==> config.mk <==
export PLATFORM = sky130hd
export DESIGN_NAME = audio_note_decoder
export DESIGN_NICKNAME = d
export VERILOG_FILES = /design/src/rtl/audio_note_decoder.sv
export SDC_FILE = /design/constraint.sdc
export NUM_CORES = 1
export LEC_CHECK = 0
export CORE_MARGIN = 10
export CORE_UTILIZATION = 60
export CTS_BUF_LIST = sky130_fd_sc_hd__clkbuf_8
export DETAILED_ROUTE_END_ITERATION = 6
export DONT_BUFFER_PORTS = 1
export GPL_TIMING_DRIVEN = 0
export PLACE_DENSITY = 0.79
export SLEW_MARGIN = 20
export SYNTH_ARGS = -nofsm -noshare
export SYNTH_HDL_FRONTEND = slang
export SYNTH_SLANG_ARGS = --single-unit
==> constraint.sdc <==
create_clock -name clk -period 4.2 [get_ports clk]
set_clock_uncertainty 0.05 [all_clocks]
set_input_delay 0.84 -clock clk [delete_from_list [all_inputs] [get_ports clk]]
set_output_delay 0.84 -clock clk [all_outputs]
set_load 0.005 [all_outputs]
==> src/rtl/audio_note_decoder.sv <==
// audio_note_decoder: measures the half-period of a square-wave line in timebase ticks and locks onto stable pitches.
// Defining NOTE_INDEX_EN adds a registered note_idx lookup of the locked half-period.
module audio_note_decoder #(
   parameter int TICK_DIV      = 2048,
   parameter int MIN_HP        = 8,
   parameter int TOL           = 1,
   parameter int LOCK_COUNT    = 3,
   parameter int SILENCE_TICKS = 200
) (
   input  logic       clk,
   input  logic       rst_n,
   input  logic       audio,
   output logic [6:0] hp_out,
   output logic       note_active,
   output logic       note_strobe
`ifdef NOTE_INDEX_EN
   ,
   output logic [3:0] note_idx
`endif
);
   localparam int PW = (TICK_DIV > 2) ? $clog2(TICK_DIV) : 1;

   typedef enum logic [1:0] {SILENT, ACQUIRE, LOCKED} state_t;

   state_t        state, state_n;
   logic          sync1, audio_s, audio_d, edge_hit, tick, valid, silence;
   logic          strobe_n, act_n;
   logic [PW-1:0] pre;
   logic [7:0]    run_ctr, m;
   logic [8:0]    m_sum;
   logic [6:0]    cand, cand_n, hp_n;
   logic [2:0]    cnt, cnt_n;

   function automatic logic near(input logic [7:0] a, input logic [7:0] b);
      return ((a >= b) ? a - b : b - a) <= 8'(TOL);
   endfunction

   assign edge_hit = audio_s ^ audio_d;
   assign tick     = pre == PW'(TICK_DIV - 1);
   // round to the nearest tick using the prescaler phase at the edge
   assign m_sum    = {1'b0, run_ctr} + 9'(pre >= PW'(TICK_DIV / 2));
   assign m        = m_sum[8] ? 8'hFF : m_sum[7:0];
   assign valid    = m >= 8'(MIN_HP) && m <= 8'd127;
   assign silence  = !edge_hit && run_ctr >= 8'(SILENCE_TICKS);

   always_ff @(posedge clk or negedge rst_n)
      if (!rst_n) begin
         sync1       <= 1'b0;
         audio_s     <= 1'b0;
         audio_d     <= 1'b0;
         pre         <= '0;
         run_ctr     <= '0;
         state       <= SILENT;
         cand        <= '0;
         cnt         <= '0;
         hp_out      <= '0;
         note_active <= 1'b0;
         note_strobe <= 1'b0;
      end else begin
         sync1       <= audio;
         audio_s     <= sync1;
         audio_d     <= audio_s;
         pre         <= (edge_hit || tick) ? '0 : pre + 1'b1;
         run_ctr     <= edge_hit ? '0 : (tick && run_ctr != 8'hFF) ? run_ctr + 1'b1 : run_ctr;
         state       <= state_n;
         cand        <= cand_n;
         cnt         <= cnt_n;
         hp_out      <= hp_n;
         note_active <= act_n;
         note_strobe <= strobe_n;
      end

   always_comb begin
      state_n  = state;
      cand_n   = cand;
      cnt_n    = cnt;
      hp_n     = hp_out;
      strobe_n = 1'b0;
      if (silence)
         state_n = SILENT;
      else if (edge_hit)
         case (state)
            SILENT: begin
               state_n = ACQUIRE;
               cnt_n   = '0;
            end
            ACQUIRE: begin
               cnt_n  = !valid ? 3'd0 : near(m, {1'b0, cand}) ? cnt + 1'b1 : 3'd1;
               cand_n = (valid && !near(m, {1'b0, cand})) ? m[6:0] : cand;
               if (cnt_n == 3'(LOCK_COUNT)) begin
                  state_n  = LOCKED;
                  hp_n     = cand_n;
                  strobe_n = 1'b1;
               end
            end
            default:
               if (!(valid && near(m, {1'b0, hp_out}))) begin
                  state_n = ACQUIRE;
                  cnt_n   = valid ? 3'd1 : 3'd0;
                  cand_n  = valid ? m[6:0] : cand;
               end
         endcase
      act_n = state_n == LOCKED;
   end

`ifdef NOTE_INDEX_EN
   localparam logic [6:0] NOTE_TAB [12] = '{7'd100, 7'd84, 7'd74, 7'd70, 7'd62, 7'd55,
                                            7'd47, 7'd42, 7'd37, 7'd35, 7'd31, 7'd28};

   // scanning backwards leaves the earliest table match as the result
   function automatic logic [3:0] lookup(input logic [6:0] hp);
      lookup = 4'hF;
      for (int i = 11; i >= 0; i--)
         if (near({1'b0, hp}, {1'b0, NOTE_TAB[i]})) lookup = 4'(i);
   endfunction

   always_ff @(posedge clk or negedge rst_n)
      if (!rst_n) note_idx <= 4'hF;
      else        note_idx <= act_n ? lookup(hp_n) : 4'hF;
`endif
endmodule

# ---- After elaboration in Yosys (flattened, before gate mapping)
# Cells that the tools add are included.
dict set report op_classes {
  div 0
  n_shift 0
  magnitude_cmp 8
  eq_ne 7
  bitwise 3
  n_reduce_logical 14
  n_addsub 8
  multipliers 0
  n_mux 24
}
# cell count
set ops {}
lappend ops {{8-bit 2-to-1 mux} 5}
lappend ops {{7-bit 2-to-1 mux} 3}
lappend ops {{8-bit by 7-bit >= comparator with 1-bit output} 2}
lappend ops {{8-bit by 1-bit less-or-equal comparator with 1-bit output (second input constant)} 2}
lappend ops {{7-bit by 8-bit subtractor with 8-bit output} 2}
lappend ops {{8-bit by 7-bit subtractor with 8-bit output} 2}
lappend ops {{7-bit one-hot mux with 2 select lines} 1}
lappend ops {{11-bit by 1-bit adder with 11-bit output (second input constant)} 1}
lappend ops {{11-bit equality test (second input constant)} 1}
lappend ops {{11-bit >= comparator (second input constant)} 1}
lappend ops {{11-bit 2-to-1 mux} 1}
lappend ops {{8-bit by 1-bit adder with 9-bit output} 1}
lappend ops {{3-bit 2-to-1 mux} 3}
lappend ops {{8-bit by 1-bit adder with 8-bit output (second input constant)} 1}
lappend ops {{8-bit by 4-bit >= comparator with 1-bit output (second input constant)} 1}
lappend ops {{8-bit >= comparator (second input constant)} 1}
lappend ops {{8-bit by 7-bit less-or-equal comparator with 1-bit output (second input constant)} 1}
lappend ops {{2-bit 2-to-1 mux} 4}
lappend ops {{8-bit != test (second input constant)} 1}
lappend ops {{3-bit one-hot mux with 2 select lines} 1}
lappend ops {{1-bit logical AND} 5}
lappend ops {{1-bit 2-to-1 mux} 5}
lappend ops {{5-bit AND reduction} 1}
lappend ops {{2-bit one-hot mux with 2 select lines} 1}
lappend ops {{14 further kinds} 17}
dict set report totals {
  latch_bits 0
  elab_cells 75
  in_bits 3
  output_inout_bits 9
  mem_bits_ro 0
  mem_bits_rw 0
  n_memories 0
  regBits 43
}

# ---- Logic depth before layout (Yosys ltp)
dict set report depth {
  ltp_word 14
  ltp_mapped 18
}

# ---- Least setup slack after synthesis
# Ideal clock, no wire load.
dict set report synth_timing {
  path_type {register to register}
  start {register run_ctr[0]}
  end {register hp_out[2]}
  slack_ps -308
  setup_time_ps 125
  arrival_time_ps 4333
  t_required_ps 4025
  path_buffers 1
  stages_incl_launch_ff 19
  path_cell_list {dfrtp_1 > ha_1 > ha_1 > nand3_1 > nor3_1 > or2_2 > inv_1 > ha_1 > fa_1 > nor2b_1 > o22ai_1 > a31oi_1 > nor3_1 > nor3_1 > o21ai_0 > or4b_1 > buf_2 > nor4_4 > mux2_4}
}
dict set report synth_between {
  elab_chain_cells 9
}
# element line_no
set synth_lines {}
lappend synth_lines {{from (decl)} 29} ;# logic [7:0] run_ctr, m;
lappend synth_lines {{from (signal assigned)} 64} ;# run_ctr <= edge_hit ? '0 : (tick && run_ctr != 8'hFF) ? run_ctr + 1'b1 : run_ctr;
lappend synth_lines {{8-bit by 1-bit adder with 9-bit output} 41} ;# assign m_sum = {1'b0, run_ctr} + 9'(pre >= PW'(TICK_DIV / 2));
lappend synth_lines {{8-bit 2-to-1 mux} 42} ;# assign m = m_sum[8] ? 8'hFF : m_sum[7:0];
lappend synth_lines {{7-bit by 8-bit subtractor with 8-bit output (tied with other cells)} 35} ;# return ((a >= b) ? a - b : b - a) <= 8'(TOL);
lappend synth_lines {{8-bit 2-to-1 mux} 35}
lappend synth_lines {{8-bit by 1-bit less-or-equal comparator with 1-bit output} 35}
lappend synth_lines {{3-bit 2-to-1 mux (2 in series)} 88} ;# cnt_n = !valid ? 3'd0 : near(m, {1'b0, cand}) ? cnt + 1'b1 : 3'd1;
lappend synth_lines {{3-bit by 2-bit equality test with 1-bit output} 90} ;# if (cnt_n == 3'(LOCK_COUNT)) begin
lappend synth_lines {{4-bit AND reduction (no line)} -}
lappend synth_lines {{to (signal assigned)} 68} ;# hp_out <= hp_n;
lappend synth_lines {{to (decl)} 13} ;# output logic [6:0] hp_out,
# Parallel ways exist; a longest one is shown, timed or not.
# A chain may end at the register's enable or synchronous reset.

# ---- Final worst setup path
dict set report layout_timing {
  start {register run_ctr[0]}
  end {register note_active}
}
dict set report layout_between {
  elab_chain_cells 13
}
# element line_no
set layout_lines {}
lappend layout_lines {{8-bit by 1-bit adder with 9-bit output} 41}
lappend layout_lines {{8-bit 2-to-1 mux} 42}
lappend layout_lines {{7-bit by 8-bit subtractor with 8-bit output (tied with other cells)} 35}
lappend layout_lines {{8-bit 2-to-1 mux} 35}
lappend layout_lines {{8-bit by 1-bit less-or-equal comparator with 1-bit output} 35}
lappend layout_lines {{3-bit 2-to-1 mux (2 in series)} 88}
lappend layout_lines {{3-bit by 2-bit equality test with 1-bit output} 90}
lappend layout_lines {{2-bit 2-to-1 mux} 90}
lappend layout_lines {{2-bit one-hot mux with 2 select lines} 82} ;# case (state)
lappend layout_lines {{2-bit 2-to-1 mux} 81} ;# else if (edge_hit)
lappend layout_lines {{2-bit 2-to-1 mux *} 79} ;# if (silence)
lappend layout_lines {{2-bit equality test *} 103} ;# act_n = state_n == LOCKED;
lappend layout_lines {{net act_n} 27} ;# logic strobe_n, act_n;
lappend layout_lines {{to (signal assigned)} 69} ;# note_active <= act_n;
lappend layout_lines {{to (decl)} 14} ;# output logic note_active,
# The timed path passes the listed nets; every way through them passes the cells marked *.

==> results.yml <==
die:
  initial_utilization_pct: 61.7
  num_io_pins: 12
  core_area_sq_um: 5510
  die_area_sq_um: 9070
  rows: 27
  dieHeight_um: 95.2
  die_w_um: 95.2
power:
  finalPower_uw: 808
  p_per_area_nw_per_um2: 197
  power.leakage_uw: 0.00177
  ir_worst_vdd_v: 0.000272
timing:
  fin_ws_ps: -50.3
  setup_violations: 5
  hold_viol: 0
  drv_slew: 0
  worstMarginPinSlew_ps: 751
  fmax_mhz: 235
  finalCritPeriodShare_pct: 101
  grt_setup_unrepaired: "yes"
  relSlewSlack_pct: 49.6
  min_period_ps: 4250
detailed_routing:
  dr_total_vias: 2820
  detail_route.wl_per_cell_um: 17.8
  routed_wl_um: 8330
  drtIter0Drc: 170
  drtAntennaViolNets: 0
  dr.pass1.iters: 5
  viasPerCell: 6.01
  drc: 0
run_status:
  violations: "setup timing"
  status: "finished, violations left"
logic_synthesis:
  ys_ff_latch: 43
  synthTopCellsByArea: "dfrtp_1 (32%), ha_1 (13%), mux2i_1 (5.6%)"
  synth_top_area_share_pct: 31.7
  synth_edf_count: 0
  syn_nets: 410
  synth_cell_types: 56
  post-synth-top-count-cell: "dfrtp_1"
  ys_warn_count: 0
  synthArstFlopShare_pct: 100
  synth_area_per_cell_sq_um: 9.20
  syn-instance-count: 369
  yosysSeqAreaShare_pct: 31.7
  yosys.area.top_type: "dfrtp_1"
  synth_area_sq_um: 3400
  synth_flop_cell: "dfrtp_1"
  synth_commonest_cells: "dfrtp_1 (43), nor2_1 (35), ha_1 (34)"
critical_path:
  required_ps: 4400
  start_kind: "flip-flop"
  end_kind: "flip-flop"
  crit_top_cell: "ha_4"
  worstPathCellList: "ha_4, ha_4, nand3_4, nor3_4, or2_4, inv_4, ha_2, fa_2, nand3b_1, nand4_1, a221oi_4, buf_4, mux2i_2, xor2_1, nand2_1, or4_4, nor3_1, or3_1"
  cp_slowest_stage_delay_ps: 580
  crit_slowest_cell: "or4_4"
  cp_num_buf_inv: 2
  crit_fanout: 4
  critical_path_class: "reg -> reg"
  cp_top_family: "simple AND/OR/NAND/NOR gates"
  critPathArrivalTime_ps: 4450
global_route:
  grt_pass1_wl_um: 13300
  grt_max_degree: 44
  grt_pass1_vias: 2817
  antenna_found_initial: 0
  track_usage_pct: 18.3
  gr-total-overflow: 0
placed_design:
  place.gp.congestion: 0.932
  dp_hpwl_um: 5430
  port_buffers: 0
  place_area_sq_um: 3540
job:
  maxCapViolCount: 0
finish:
  nets: 437
  num_antenna_cells: 0
  final_util_pct: 74.6
  fin_area_sq_um: 4110
  area_growth_pct: 20.9
  drive_above_1_share_pct: 25.9
cts:
  ctsHoldBuffers: 0
  worstSkewPairLatency_ps: 320
  h-tree-depth: 2
  cts_sinks: 43
  cts_buffers: 5
  clockBufferDepth: 2
  cts-root-buf: "clkbuf_8"
  clkTransAtPathRegs_ps: 90
  cts_tree: "built"
min_path:
  min_path_type: "in -> async"
-- path summary, 6_finish.rpt --
kind | start | endpoint | slack (ps) | depth (start not counted)
setup / recovery | run_ctr[0]$_DFFE_PN0P_ | note_active$_DFF_PN0_ | -50 | 18
hold reg to reg | sync1$_DFF_PN0_ | audio_s$_DFF_PN0_ | 310 | 0
hold / removal | rst_n | cand[1]$_DFFE_PN0P_ | 150 | 0
min in group clk | sync1$_DFF_PN0_ | audio_s$_DFF_PN0_ | 310 | 0
setup reg to reg | run_ctr[0]$_DFFE_PN0P_ | note_active$_DFF_PN0_ | -50 | 18
max in group asynchronous | rst_n | run_ctr[7]$_DFFE_PN0P_ | 3840 | 0
-- report_power, final --
part,leakage [uW],total [uW],switching (uW),internal [uW]
sequential,0.000581,428,7.04,421
clock,0.0000548,344,164,179
combinational,0.00113,36.3,21.3,15.0
-- placed cells by master, fill, tap and decap left out, types with 3 or more instances in the layout --
master and count:
nor2b_1 4, nor2_1 34, dfrtp_1 41, nor3_1 6, clkbuf_8 5, nand3b_1 3, mux2_4 3, nand2b_1 4
nand3_1 7, a21oi_2 4, nand4_1 7, buf_4 22, nor4b_1 3, buf_6 5, ha_2 3, mux2i_1 18
ha_4 6, or3_1 4, fa_2 3, a21oi_1 17, and3_1 4, xor2_1 12, ha_1 25, a21o_1 4
nor3_2 3, nand2_1 19, o21ai_0 17, a31oi_1 4, clkbuf_1 3, inv_1 26, xnor2_1 12
-- kinds of logic after synthesis --
kind of cell             Yosys count  synth area share (%)
buffers and inverters             43                  5.45
multiplexers                      24                  7.59
flip-flops                        43                  31.7
AO/OA/AOI/OAI                     75                  14.8
AND/OR/NAND/NOR                  121                  19.1
adder cells (fa/ha/maj)           38                  14.9
XOR/XNOR                          25                  6.45
-- registers in the layout, summed over array words and instances (netlist names) --
register	flops
cnt	3
hp_out	7
pre	11
note_strobe	1
audio_d	1
sync1	1
state	2
audio_s	1
cand	7
note_active	1
run_ctr	8
-- per-stage QoR --
step | setup TNS [ps] | setup slack [ps] | hold WS, ps | std cells
3_5_place_dp | -8630 | -636 | 290 | 441
4_1_cts | 0 | 11.0 | 154 | 462
5_1_grt | -1990 | -164 | 133 | 469
2_1_floorplan | -2.84 | -0.946 | 281 | 369
6_report | -111 | -50.3 | 147 | 469
3_3_place_gp | -6620 | -529 | 283 | 441
-- per-layer routing --
| layer | up-vias | GRT usage [%] | wire, um |
|---|---|---|---|
| met4 | 0 | 5.86 | 295 |
| li1 | 1362 | - | - |
| met1 | 1353 | 21.1 | 3400 |
| met2 | 77 | 31.9 | 4190 |
| met3 | 28 | 5.50 | 447 |
| met5 | - | 0 | 0 |
-- area by class of cell --
cell class / count / area, sq um
Inverter: 28 / 110
Multi-Input combinational cell: 283 / 2430
Clock inverter: 3 / 46.3
Clock buffer: 5 / 68.8
Tap cell: 72 / 90.1
Fill cell: 356 / 1400
Sequential cell: 43 / 1080
Timing Repair Buffer: 25 / 211
Buffer: 10 / 71.3
-- repair_timing --
action / 4_1_cts / 5_1_grt
buffers inserted: 16 / 9
setup endpoints to repair: 21 / 20
pin swaps: 21 / 16
gates resized for setup: 24 / 32
(Power assumes the default switching activity.)
